[src/rtl/fetch_unit_pkg.sv]
// Shared definitions for the Karpentium fetch stage: widths, opcodes, PC control
// codes and fetch FSM state encodings. The program counter uses the same PC codes.
package fetch_unit_pkg;

  localparam int unsigned AddrW  = 6;
  localparam int unsigned InstrW = 16;
  localparam int unsigned OpW    = 4;

  localparam logic [OpW-1:0] OpJmp = 4'hF;
  localparam logic [OpW-1:0] OpHlt = 4'hE;

  typedef enum logic [1:0] {
    PcHold = 2'b00,
    PcInc  = 2'b01,
    PcLoad = 2'b10
  } pc_ctrl_e;

  typedef enum logic [1:0] {
    StFetch = 2'b00,
    StIssue = 2'b01,
    StDrain = 2'b10,
    StHalt  = 2'b11
  } fetch_state_e;

  function automatic logic [OpW-1:0] opcode_of(input logic [InstrW-1:0] word);
    return word[InstrW-1 -: OpW];
  endfunction

endpackage

[src/rtl/fetch_unit_if.sv]
// Bundles the fetch stage's PC, instruction-memory, decode and redirect signals.
// master is the fetch side; slave is the surrounding pipeline and memory.
interface fetch_unit_if;
  import fetch_unit_pkg::*;

  logic [AddrW-1:0]  pc_addr;
  logic [1:0]        pc_ctrl;
  logic [AddrW-1:0]  pc_in;
  logic              mem_rd;
  logic [AddrW-1:0]  mem_addr;
  logic              mem_ack;
  logic [InstrW-1:0] mem_data;
  logic [InstrW-1:0] instr;
  logic              instr_valid;
  logic              instr_ready;
  logic              redirect;
  logic [AddrW-1:0]  redirect_addr;
  logic              halted;

  modport master (
    input  pc_addr,
    output pc_ctrl,
    output pc_in,
    output mem_rd,
    output mem_addr,
    input  mem_ack,
    input  mem_data,
    output instr,
    output instr_valid,
    input  instr_ready,
    input  redirect,
    input  redirect_addr,
    output halted
  );

  modport slave (
    output pc_addr,
    input  pc_ctrl,
    input  pc_in,
    input  mem_rd,
    input  mem_addr,
    output mem_ack,
    output mem_data,
    input  instr,
    input  instr_valid,
    output instr_ready,
    output redirect,
    output redirect_addr,
    input  halted
  );

endinterface

[src/rtl/fetch_opdecode.sv]
// Combinational pre-decode of a fetched word: flags JMP and HLT and extracts the
// jump target so the fetch FSM can resolve them without involving decode.
module fetch_opdecode
  import fetch_unit_pkg::*;
(
  input  logic [InstrW-1:0] data_i,
  output logic              is_jmp_o,
  output logic              is_hlt_o,
  output logic [AddrW-1:0]  jmp_target_o
);

  logic unused_bits;

  assign is_jmp_o     = (opcode_of(data_i) == OpJmp);
  assign is_hlt_o     = (opcode_of(data_i) == OpHlt);
  assign jmp_target_o = data_i[AddrW-1:0];
  assign unused_bits  = ^data_i[InstrW-OpW-1:AddrW];

endmodule

[src/rtl/fetch_unit.sv]
// Instruction fetch stage: drives the PC, reads instruction memory over req/ack,
// holds the IR for decode, resolves JMP/HLT locally and accepts execute redirects.
module fetch_unit
  import fetch_unit_pkg::*;
(
  input  logic         clk,
  input  logic         clr,
  fetch_unit_if.master bus
);

  fetch_state_e      state_q, state_d;
  logic [InstrW-1:0] instr_q, instr_d;
  logic              valid_q, valid_d;
  logic              halted_q, halted_d;

  pc_ctrl_e          pc_ctrl;
  logic [AddrW-1:0]  pc_in;
  logic              mem_rd;

  logic              is_jmp;
  logic              is_hlt;
  logic [AddrW-1:0]  jmp_target;

  fetch_opdecode u_opdecode (
    .data_i       (bus.mem_data),
    .is_jmp_o     (is_jmp),
    .is_hlt_o     (is_hlt),
    .jmp_target_o (jmp_target)
  );

  always_comb begin
    state_d  = state_q;
    instr_d  = instr_q;
    valid_d  = valid_q;
    halted_d = halted_q;
    pc_ctrl  = PcHold;
    pc_in    = '0;
    mem_rd   = 1'b0;

    if (valid_q && bus.instr_ready) begin
      valid_d = 1'b0;
    end

    unique case (state_q)
      StFetch: begin
        mem_rd = 1'b1;
        if (bus.mem_ack) begin
          if (is_jmp) begin
            pc_ctrl = PcLoad;
            pc_in   = jmp_target;
          end else begin
            instr_d = bus.mem_data;
            valid_d = 1'b1;
            if (is_hlt) begin
              state_d  = StHalt;
              halted_d = 1'b1;
            end else begin
              pc_ctrl = PcInc;
              state_d = StIssue;
            end
          end
        end
      end
      StIssue: begin
        if (valid_q && bus.instr_ready) begin
          state_d = StFetch;
        end
      end
      StDrain: begin
        // Stale request from before a redirect; its data must be dropped.
        mem_rd = 1'b1;
        if (bus.mem_ack) begin
          state_d = StFetch;
        end
      end
      StHalt: begin
        state_d = StHalt;
      end
      default: begin
        state_d = StFetch;
      end
    endcase

    if (bus.redirect) begin
      pc_ctrl  = PcLoad;
      pc_in    = bus.redirect_addr;
      instr_d  = instr_q;
      valid_d  = 1'b0;
      halted_d = 1'b0;
      state_d  = (state_q == StFetch && !bus.mem_ack) ? StDrain : StFetch;
    end
  end

  always_ff @(posedge clk) begin
    if (clr) begin
      state_q  <= StFetch;
      instr_q  <= '0;
      valid_q  <= 1'b0;
      halted_q <= 1'b0;
    end else begin
      state_q  <= state_d;
      instr_q  <= instr_d;
      valid_q  <= valid_d;
      halted_q <= halted_d;
    end
  end

  assign bus.pc_ctrl     = pc_ctrl;
  assign bus.pc_in       = pc_in;
  assign bus.mem_rd      = mem_rd;
  assign bus.mem_addr    = bus.pc_addr;
  assign bus.instr       = instr_q;
  assign bus.instr_valid = valid_q;
  assign bus.halted      = halted_q;

endmodule

[src/flat_wrapper.sv]
// flat-port wrapper written by rule: the top's interface ports become plain ports
module fetch_unit_flat import fetch_unit_pkg::*;
  (clk, clr, bus_pc_addr, bus_pc_ctrl, bus_pc_in, bus_mem_rd, bus_mem_addr, bus_mem_ack, bus_mem_data, bus_instr, bus_instr_valid, bus_instr_ready, bus_redirect, bus_redirect_addr, bus_halted);
  fetch_unit_if bus_i ();
  input  logic clk;
  input  logic clr;
  input wire logic [$bits(bus_i.pc_addr)-1:0] bus_pc_addr;
  output wire logic [$bits(bus_i.pc_ctrl)-1:0] bus_pc_ctrl;
  output wire logic [$bits(bus_i.pc_in)-1:0] bus_pc_in;
  output wire logic [$bits(bus_i.mem_rd)-1:0] bus_mem_rd;
  output wire logic [$bits(bus_i.mem_addr)-1:0] bus_mem_addr;
  input wire logic [$bits(bus_i.mem_ack)-1:0] bus_mem_ack;
  input wire logic [$bits(bus_i.mem_data)-1:0] bus_mem_data;
  output wire logic [$bits(bus_i.instr)-1:0] bus_instr;
  output wire logic [$bits(bus_i.instr_valid)-1:0] bus_instr_valid;
  input wire logic [$bits(bus_i.instr_ready)-1:0] bus_instr_ready;
  input wire logic [$bits(bus_i.redirect)-1:0] bus_redirect;
  input wire logic [$bits(bus_i.redirect_addr)-1:0] bus_redirect_addr;
  output wire logic [$bits(bus_i.halted)-1:0] bus_halted;
  assign bus_i.pc_addr = bus_pc_addr;
  assign bus_pc_ctrl = bus_i.pc_ctrl;
  assign bus_pc_in = bus_i.pc_in;
  assign bus_mem_rd = bus_i.mem_rd;
  assign bus_mem_addr = bus_i.mem_addr;
  assign bus_i.mem_ack = bus_mem_ack;
  assign bus_i.mem_data = bus_mem_data;
  assign bus_instr = bus_i.instr;
  assign bus_instr_valid = bus_i.instr_valid;
  assign bus_i.instr_ready = bus_instr_ready;
  assign bus_i.redirect = bus_redirect;
  assign bus_i.redirect_addr = bus_redirect_addr;
  assign bus_halted = bus_i.halted;
  fetch_unit u_core (.clk(clk), .clr(clr), .bus(bus_i));
endmodule
[config.mk]
export PLATFORM = sky130hd
export DESIGN_NAME = fetch_unit_flat
export DESIGN_NICKNAME = d
export VERILOG_FILES = /design/src/rtl/fetch_unit_pkg.sv /design/src/rtl/fetch_unit_if.sv /design/src/rtl/fetch_opdecode.sv /design/src/rtl/fetch_unit.sv /design/src/flat_wrapper.sv
export SDC_FILE = /design/constraint.sdc
export NUM_CORES = 1
export LEC_CHECK = 0
export ABC_AREA = 1
export BUFFER_PORTS_ARGS = -buffer_cell sky130_fd_sc_hd__buf_4
export CAP_MARGIN = 20
export CORE_AREA = 2 2 54 56
export DETAILED_ROUTE_END_ITERATION = 7
export DIE_AREA = 0 0 56 58
export PLACE_DENSITY_LB_ADDON = 0.08
export SYNTH_ARGS = -nofsm -noshare
export SYNTH_HDL_FRONTEND = slang
export SYNTH_SLANG_ARGS = --single-unit
[constraint.sdc]
create_clock -name clk -period 2.05 [get_ports clk]
set_clock_uncertainty 0.1 [all_clocks]
set_input_delay 0.3075 -clock clk [delete_from_list [all_inputs] [get_ports clk]]
set_output_delay 0.3075 -clock clk [all_outputs]
set_load 0.005 [all_outputs]
==> impl_metrics.json, run 1 <==
{
  "dr.pass1.iters": 4,
  "die_x_um": 56,
  "outcome": "finished clean",
  "design_area_mm2": 0.00154,
  "ant_nets": 0,
  "finalMaxSlewViolations": 0,
  "synth_cell_types": 23,
  "slowest_stage": "dfxtp_2",
  "end_kind": "output port",
  "drive_gt1_share_pct": 36.5,
  "drt_wl_total_um": 2850,
  "layout_common_cells": "56 x buf_4, 44 x nand2_1, 20 x nand3_1",
  "antenna_found_initial": 0,
  "insertedDiodeCount": 0,
  "syn-instance-count": 156,
  "vdd_drop_max_uv": 436,
  "grt.overflow.total": 0,
  "hold_path_class": "input pin to flip-flop",
  "start_util_pct": 41.8,
  "avgViaCountPerCell": 4.86,
  "io_pins": 66,
  "setup_viol": 0,
  "cts_max_level": 1,
  "path_class": "flip-flop to output port",
  "p_int_uw": 667,
  "gp_congestion": 0.764,
  "avgSynthCellArea_um2": 7.13,
  "syn-num-nets": 194,
  "cp_max_fo": 17,
  "drtIter0Drc": 19,
  "dpl_cell_area_mm2": 0.00147,
  "crit_chain": "inv_2 > ha_4 > nand2_2 > nor2_8 > nand2_8 > a21oi_2 > buf_4",
  "cp_top_family": "flip-flops",
  "tightest_slew_ns": 0.361,
  "critPathMaxStageDelay_ns": 0.35,
  "switchingPower_uw": 288,
  "cp.required_ns": 1.64,
  "track_usage_pct": 17.8,
  "ys_seq_area_share_pct": 36.0,
  "clock_path_buffers": 2,
  "die_y_um": 58,
  "p_leak_uw": 0.000729,
  "grt_pass1_vias": 1092,
  "port_buffers": 53,
  "clock_latency_ns": 0.29,
  "crit_path_start_kind": "flip-flop",
  "rsz0062_at_grt": "yes",
  "drc": 0,
  "wl_per_cell_um": 12.2,
  "pwr-share-clk_pct": 24.1,
  "synth-seq-cells": 20,
  "p_seq_share_pct": 45.1,
  "finalCritPeriodShare_pct": 94.1,
  "dieArea_mm2": 0.00325,
  "fillers": 273,
  "powerDensity_mw_per_mm2": 622,
  "final_common_cell": "buf_4",
  "nets": 242,
  "path_buf_inv": 2,
  "hold_viol_final": 0,
  "area_growth_pct": 38.1,
  "design.core.area_mm2": 0.00266,
  "hpwl_um": 2140,
  "hold_ws_ns": 0.173,
  "cts-root-buf": "clkbuf_4",
  "drv_cap": 0,
  "cts_tree": "done",
  "min_period_ns": 1.93,
  "yosys_warnings": 0,
  "combPwrFrac_pct": 30.8,
  "grt_max_degree": 20,
  "cts.sinks": 20,
  "max-slew-margin-rel_pct": 75.9,
  "fmax_mhz": 518,
  "grt_pass1_wl_um": 4620,
  "path_clk_slew_ns": 0.11,
  "syn_area_mm2": 0.00111,
  "rows": 19,
  "p_sw_share_pct": 30.1,
  "via_count": 1137,
  "cp.arrival_ns": 1.52,
  "cts-buffers-inserted": 3
}
-- worst register-to-register path: stages, from the launching register on --
cell,delay [ns]
dfxtp_2,0.37
inv_2,0.07
buf_4,0.13
ha_1,0.20
or2_2,0.29
nand2_1,0.06
nand3_1,0.10
nand2_1,0.08
nand2_1,0.05
nor2_1,0.07
-- registers in the layout, summed over array words and instances, names as in the netlist --
signal,flops
u_core.bus.instr,16
u_core.bus.halted,1
u_core.bus.instr_valid,1
u_core.state_q,2
-- metal layers --
layer	up-vias	GRT usage, %	wire, µm	part of all wire [%]
met3	4	2.01	124	4.4
li1	594	-	-	-
met5	-	0	0	0
met2	31	31.9	1490	52
met1	508	21.4	1210	42
met4	0	8.16	28	0.98
-- Yosys cell counts --
master	instances	area [µm²]
nand2_4	1	11.3
nand2_2	1	6.26
nor2_8	1	20.0
clkbuf_1	3	11.3
nand2_1	44	165
a21oi_1	16	80.1
inv_1	9	33.8
inv_2	1	3.75
or2_2	1	6.26
dfxtp_1	20	400
buf_8	1	15.0
buf_6	1	11.3
nor2_4	1	11.3
buf_4	7	52.6
o21ai_0	7	35.0
nand3_2	1	10.0
nand3_1	20	100
nor3_1	1	5.00
buf_2	1	5.00
ha_1	5	62.6
a21oi_2	2	17.5
nor2_1	11	41.3
o21a_1	1	7.51
-- through the flow --
step	util, %	total power [µW]	instances	worst slack [ns]	TNS, ns
floorplan	-	607	156	0.344	0
global placement	55.2	706	229	0.309	0
detailed placement	55.2	715	229	0.247	0
CTS	57.0	959	233	0.0109	0
global route	57.7	1020	234	-0.00795	-0.0151
finish	57.7	955	234	0.120	0
-- layout make-up --
| cell class | count | area [µm²] | area share, % |
|---|---|---|---|
| clock buffers | 4 | 36.3 | 2.36 |
| multi-input cells | 113 | 601 | 39.1 |
| flip-flops and latches | 20 | 403 | 26.2 |
| repair buffers | 56 | 420 | 27.4 |
| well taps | 31 | 38.8 | 2.52 |
| inverters | 10 | 37.5 | 2.44 |
-- final timing paths --
kind                            cells after the start                 from                   end  slack, ns
worst max-delay path                                7    u_core.state_q[0]        bus_pc_ctrl[0]       0.12
worst min-delay path                                3     bus_mem_data[11]  u_core.bus.instr[11]       0.17
worst max register to register                      9    u_core.state_q[0]     u_core.state_q[0]       0.48
worst min register to register                      2  u_core.bus.instr[3]   u_core.bus.instr[3]       0.37
-- timing repair --
action | 4_1_cts | 5_1_grt
hold buffers | 0 | 0
buffers inserted | 0 | 1
cloned | 0 | 0
resized for setup | 3 | 5
endpoints found under the setup margin | 7 | 7
-- power groups by stage --
stage / clock network, µW / registers [µW] / logic (µW)
after floorplan: 0 / 437 / 170
after global placement: 0 / 436 / 270
after detailed placement: 0 / 437 / 278
after CTS: 244 / 429 / 287
after global routing: 259 / 434 / 328
final: 230 / 431 / 294
-- logic make-up (layout without fill, tap and decap cells) --
| family | count (synthesis) | after routing | synth area share, % |
|---|---|---|---|
| and+or+nand+nor | 82 | 82 | 33.9 |
| AOI/OAI and AO/OA | 26 | 26 | 12.6 |
| buffers and inverters | 23 | 70 | 11.9 |
| adders and majority gates | 5 | 5 | 5.62 |
| DFF | 20 | 20 | 36.0 |
No activity file was read; power rests on OpenSTA's default activity.
==> inputs of run 2 (changes only) <==
- SETUP_SLACK_MARGIN: default -> 0.3
==> impl_metrics.json, run 2 (synthesis results as in run 1) <==
{
  "rows": 19,
  "fmax_mhz": 561,
  "cts_max_level": 1,
  "final_common_cell": "buf_4",
  "largest_reg_flops": 16,
  "crit_path_start": "u_core.state_q[1]",
  "fin_tns_setup_ns": 0,
  "design.core.area_mm2": 0.00266,
  "gp_congestion": 0.764,
  "dpl_cell_area_mm2": 0.00147,
  "slowest_stage": "dfxtp_2",
  "hold_path_class": "input pin to flip-flop",
  "cp_max_fo": 4,
  "dieArea_mm2": 0.00325,
  "max-slew-margin-rel_pct": 75.9,
  "p_sw_share_pct": 31.1,
  "p_total_uw": 994,
  "finalCritPeriodShare_pct": 87.0,
  "area_growth_pct": 45.3,
  "wl_per_cell_um": 12.7,
  "insertedDiodeCount": 0,
  "combPwrFrac_pct": 33.1,
  "path_clk_slew_ns": 0.12,
  "place_worst_setup_slack_ns": 0.247,
  "pwr-share-clk_pct": 23.6,
  "final_core_util_pct": 60.7,
  "p_seq_share_pct": 43.3,
  "vdd_drop_max_uv": 410,
  "via_count": 1166,
  "die_x_um": 56,
  "drive_gt1_share_pct": 41.3,
  "cts-root-buf": "clkbuf_4",
  "grt_pass1_vias": 1156,
  "p_leak_uw": 0.000766,
  "tightest_slew_ns": 0.361,
  "drtIter0Drc": 20,
  "start_util_pct": 41.8,
  "cp.arrival_ns": 1.38,
  "finalMaxSlewViolations": 0,
  "drc": 0,
  "antenna_found_initial": 0,
  "layout_common_cells": "61 x buf_4, 44 x nand2_1, 19 x nand3_1",
  "p_int_uw": 685,
  "track_usage_pct": 18.8,
  "clock_latency_ns": 0.30,
  "grt.overflow.total": 0,
  "outcome": "finished clean",
  "cp.required_ns": 1.64,
  "io_pins": 66,
  "hpwl_um": 2140,
  "rsz0062_at_grt": "yes",
  "ant_nets": 0,
  "path_class": "flip-flop to output port",
  "dr.pass1.iters": 4,
  "crit_chain": "inv_4 > ha_4 > or2_2 > buf_4",
  "drt_wl_total_um": 3030,
  "critPathMaxStageDelay_ns": 0.39,
  "grt_max_degree": 20,
  "end_kind": "output port",
  "grt_pass1_wl_um": 4880,
  "hold_buffers": 0,
  "design_area_mm2": 0.00162,
  "switchingPower_uw": 309,
  "cts.sinks": 20,
  "cts-buffers-inserted": 3,
  "drv_cap": 0,
  "avgViaCountPerCell": 4.88,
  "port_buffers": 53,
  "min_from": "bus_mem_data[11]",
  "hold_viol_final": 0,
  "r2r-start": "u_core.state_q[1]",
  "clock_path_buffers": 2,
  "setup_ws_ns": 0.267,
  "cts_tree": "done",
  "setup_viol": 0,
  "min_period_ns": 1.78,
  "die_y_um": 58,
  "crit_path_start_kind": "flip-flop",
  "nets": 247,
  "powerDensity_mw_per_mm2": 615
}
[run 2: critical path, delay by kind of cell, from the launching register on]
kind	cells	cell delay (ns)
adder cells (fa/ha/maj)	1	0.18
AND/OR/NAND/NOR	1	0.31
buffers and inverters	2	0.19
flip-flops	1	0.39
[run 2: path summary, 6_finish.rpt]
check | to | slack (ns) | cells past startpoint
worst max register to register | u_core.state_q[0] | 0.59 | 8
worst min register to register | u_core.bus.instr[3] | 0.37 | 2
worst min-delay path | u_core.bus.instr[11] | 0.17 | 3
worst max-delay path | bus_mem_rd | 0.27 | 4
[run 2: area by class of cell]
type	count	area [µm²]
Fill cell	259	1050
Clock buffer	4	36.3
Tap cell	31	38.8
Sequential cell	20	403
Multi-Input combinational cell	113	641
Inverter	10	40.0
Timing Repair Buffer	61	458
[run 2: repair_timing]
action / CTS / global route
pin swaps: 3 / 0
setup endpoints to repair: 9 / 8
hold endpoints to repair: 0 / 0
resized for setup: 16 / 7
buffers inserted: 6 / 0
[run 2: through the flow]
stage	cells	hold slack, ns
CTS	239	0.153
finish	239	0.166
detailed placement	229	0.356
global route	239	0.154
global placement	229	0.349
floorplan	156	0.355
[run 2: layer usage]
layer | vias up | GRT usage (%) | part of all wire (%)
met1 | 524 | 21.9 | 42
li1 | 603 | - | -
met3 | 8 | 2.23 | 3.9
met2 | 31 | 33.8 | 52
met5 | - | 0 | 0
met4 | 0 | 10.2 | 2.3
[run 2: power by group through the flow]
stage          logic [µW]  clock network (µW)  registers [µW]
3_5_place_dp          278                   0             437
4_1_cts               322                 244             430
3_3_place_gp          270                   0             436
5_1_grt               362                 259             435
6_report              329                 235             431
2_1_floorplan         170                   0             437
==> inputs of run 3 (changes only) <==
--- a/constraint.sdc
+++ b/constraint.sdc
@@ -4,2 +4,2 @@
 set_output_delay 0.3075 -clock clk [all_outputs]
-set_load 0.005 [all_outputs]
+set_load 0.01 [all_outputs]
==> impl_metrics.json, run 3 (synthesis results as in run 1) <==
{
  "critPathMaxStageDelay_ns": 0.37,
  "track_usage_pct": 18.8,
  "gp_congestion": 0.764,
  "crit_path_start_kind": "flip-flop",
  "vdd_drop_max_uv": 454,
  "die_y_um": 58,
  "finalCritPeriodShare_pct": 87.5,
  "nets": 249,
  "cts_max_level": 1,
  "p_leak_uw": 0.000777,
  "hold_buffers": 0,
  "rsz0062_at_grt": "yes",
  "powerDensity_mw_per_mm2": 626,
  "drtIter0Drc": 30,
  "port_buffers": 53,
  "area_growth_pct": 47.1,
  "end_kind": "output port",
  "drv_cap": 0,
  "design_area_mm2": 0.00164,
  "hpwl_um": 2140,
  "layout_common_cells": "63 x buf_4, 44 x nand2_1, 19 x nand3_1",
  "hold_path_class": "input pin to flip-flop",
  "grt_pass1_wl_um": 4880,
  "setup_viol": 0,
  "ant_nets": 0,
  "cp_max_fo": 4,
  "design.core.area_mm2": 0.00266,
  "slowest_stage": "dfxtp_4",
  "rows": 19,
  "clock_latency_ns": 0.30,
  "cp_top_family": "flip-flops",
  "crit_chain": "inv_4 > ha_4 > nand2_4 > nor2_8 > nand2_8 > a21oi_2 > buf_4",
  "path_clk_slew_ns": 0.12,
  "wl_per_cell_um": 12.7,
  "cts.sinks": 20,
  "cp.arrival_ns": 1.39,
  "start_util_pct": 41.8,
  "tightest_slew_ns": 0.359,
  "die_x_um": 56,
  "cts-root-buf": "clkbuf_4",
  "max-slew-margin-rel_pct": 76.0,
  "hold_viol_final": 0,
  "path_class": "flip-flop to output port",
  "dr_wl_met2_um": 1570,
  "drive_gt1_share_pct": 41.9,
  "wl_met1_um": 1290,
  "cts-buffers-inserted": 3,
  "clock_path_buffers": 2,
  "wl_met3_um": 139,
  "grt_max_degree": 20,
  "hold_ws_ns": 0.166,
  "io_pins": 66,
  "final_common_cell": "buf_4",
  "antenna_found_initial": 0,
  "cts_tree": "done",
  "reg2reg_setup_slack_ns": 0.54,
  "highest_layer": "met4",
  "finalMaxSlewViolations": 0,
  "min_period_ns": 1.79,
  "largest_reg_flops": 16,
  "insertedDiodeCount": 0,
  "dpl_cell_area_mm2": 0.00147,
  "via_count": 1190,
  "dieArea_mm2": 0.00325,
  "cp.required_ns": 1.64,
  "drt_wl_total_um": 3070,
  "outcome": "finished clean",
  "drc": 0,
  "avgViaCountPerCell": 4.94,
  "grt_pass1_vias": 1156,
  "grt.overflow.total": 0,
  "dr.pass1.iters": 4,
  "path_buf_inv": 2,
  "fmax_mhz": 557,
  "fin_tns_setup_ns": 0
}
-- run 3: path summary, 6_finish.rpt --
check,startpoint,end,depth (start not counted)
setup / recovery,u_core.state_q[1],bus_pc_ctrl[0],7
hold / removal,bus_mem_data[11],u_core.bus.instr[11],3
setup reg to reg,u_core.state_q[1],u_core.state_q[1],9
hold reg to reg,u_core.bus.instr[3],u_core.bus.instr[3],2
-- run 3: through the flow --
stage | cells | setup WS (ns) | utilization (%) | total power [µW]
floorplan | 156 | 0.304 | - | 623
global placement | 229 | 0.298 | 55.2 | 719
detailed placement | 229 | 0.236 | 55.2 | 728
CTS | 239 | 0.265 | 59.9 | 1010
global route | 241 | 0.174 | 61.5 | 1080
finish | 241 | 0.255 | 61.5 | 1020
-- run 3: worst register-to-register path, delay by kind of cell, from the launching register on --
kind            cells  cell delay [ns]
flops               1             0.38
simple gates        4             0.33
buf+inv             3             0.30
fa+ha+maj           1             0.18
compound gates      1             0.16
-- run 3: final cells by class --
class                      instances  area (µm²)
sequential                        20         405
clock buffer                       4        36.3
tap                               31        38.8
inverter                          10        40.0
timing repair buffer              63         473
multi-input combinational        113         643
fill                             257        1030
-- run 3: per-layer routing --
metal  track usage, %  vias up
met1             21.9      536
met5                0        -
met3             2.23        8
met4             10.2        0
met2             33.8       36
li1                 -      610
-- run 3: power breakdown --
group	leakage [µW]	total, µW	switching, µW	internal (µW)
clock network	0.0000210	236	128	108
logic	0.000592	358	184	174
registers	0.000164	430	14.8	415
total	0.000777	1020	326	698
-- run 3: what timing repair did --
item / 4_1_cts / 5_1_grt
hold endpoints to repair: 0 / 0
setup endpoints to repair: 9 / 9
gates cloned: 0 / 0
gates resized for setup: 16 / 9
pin swaps: 3 / 0
setup buffers: 6 / 2
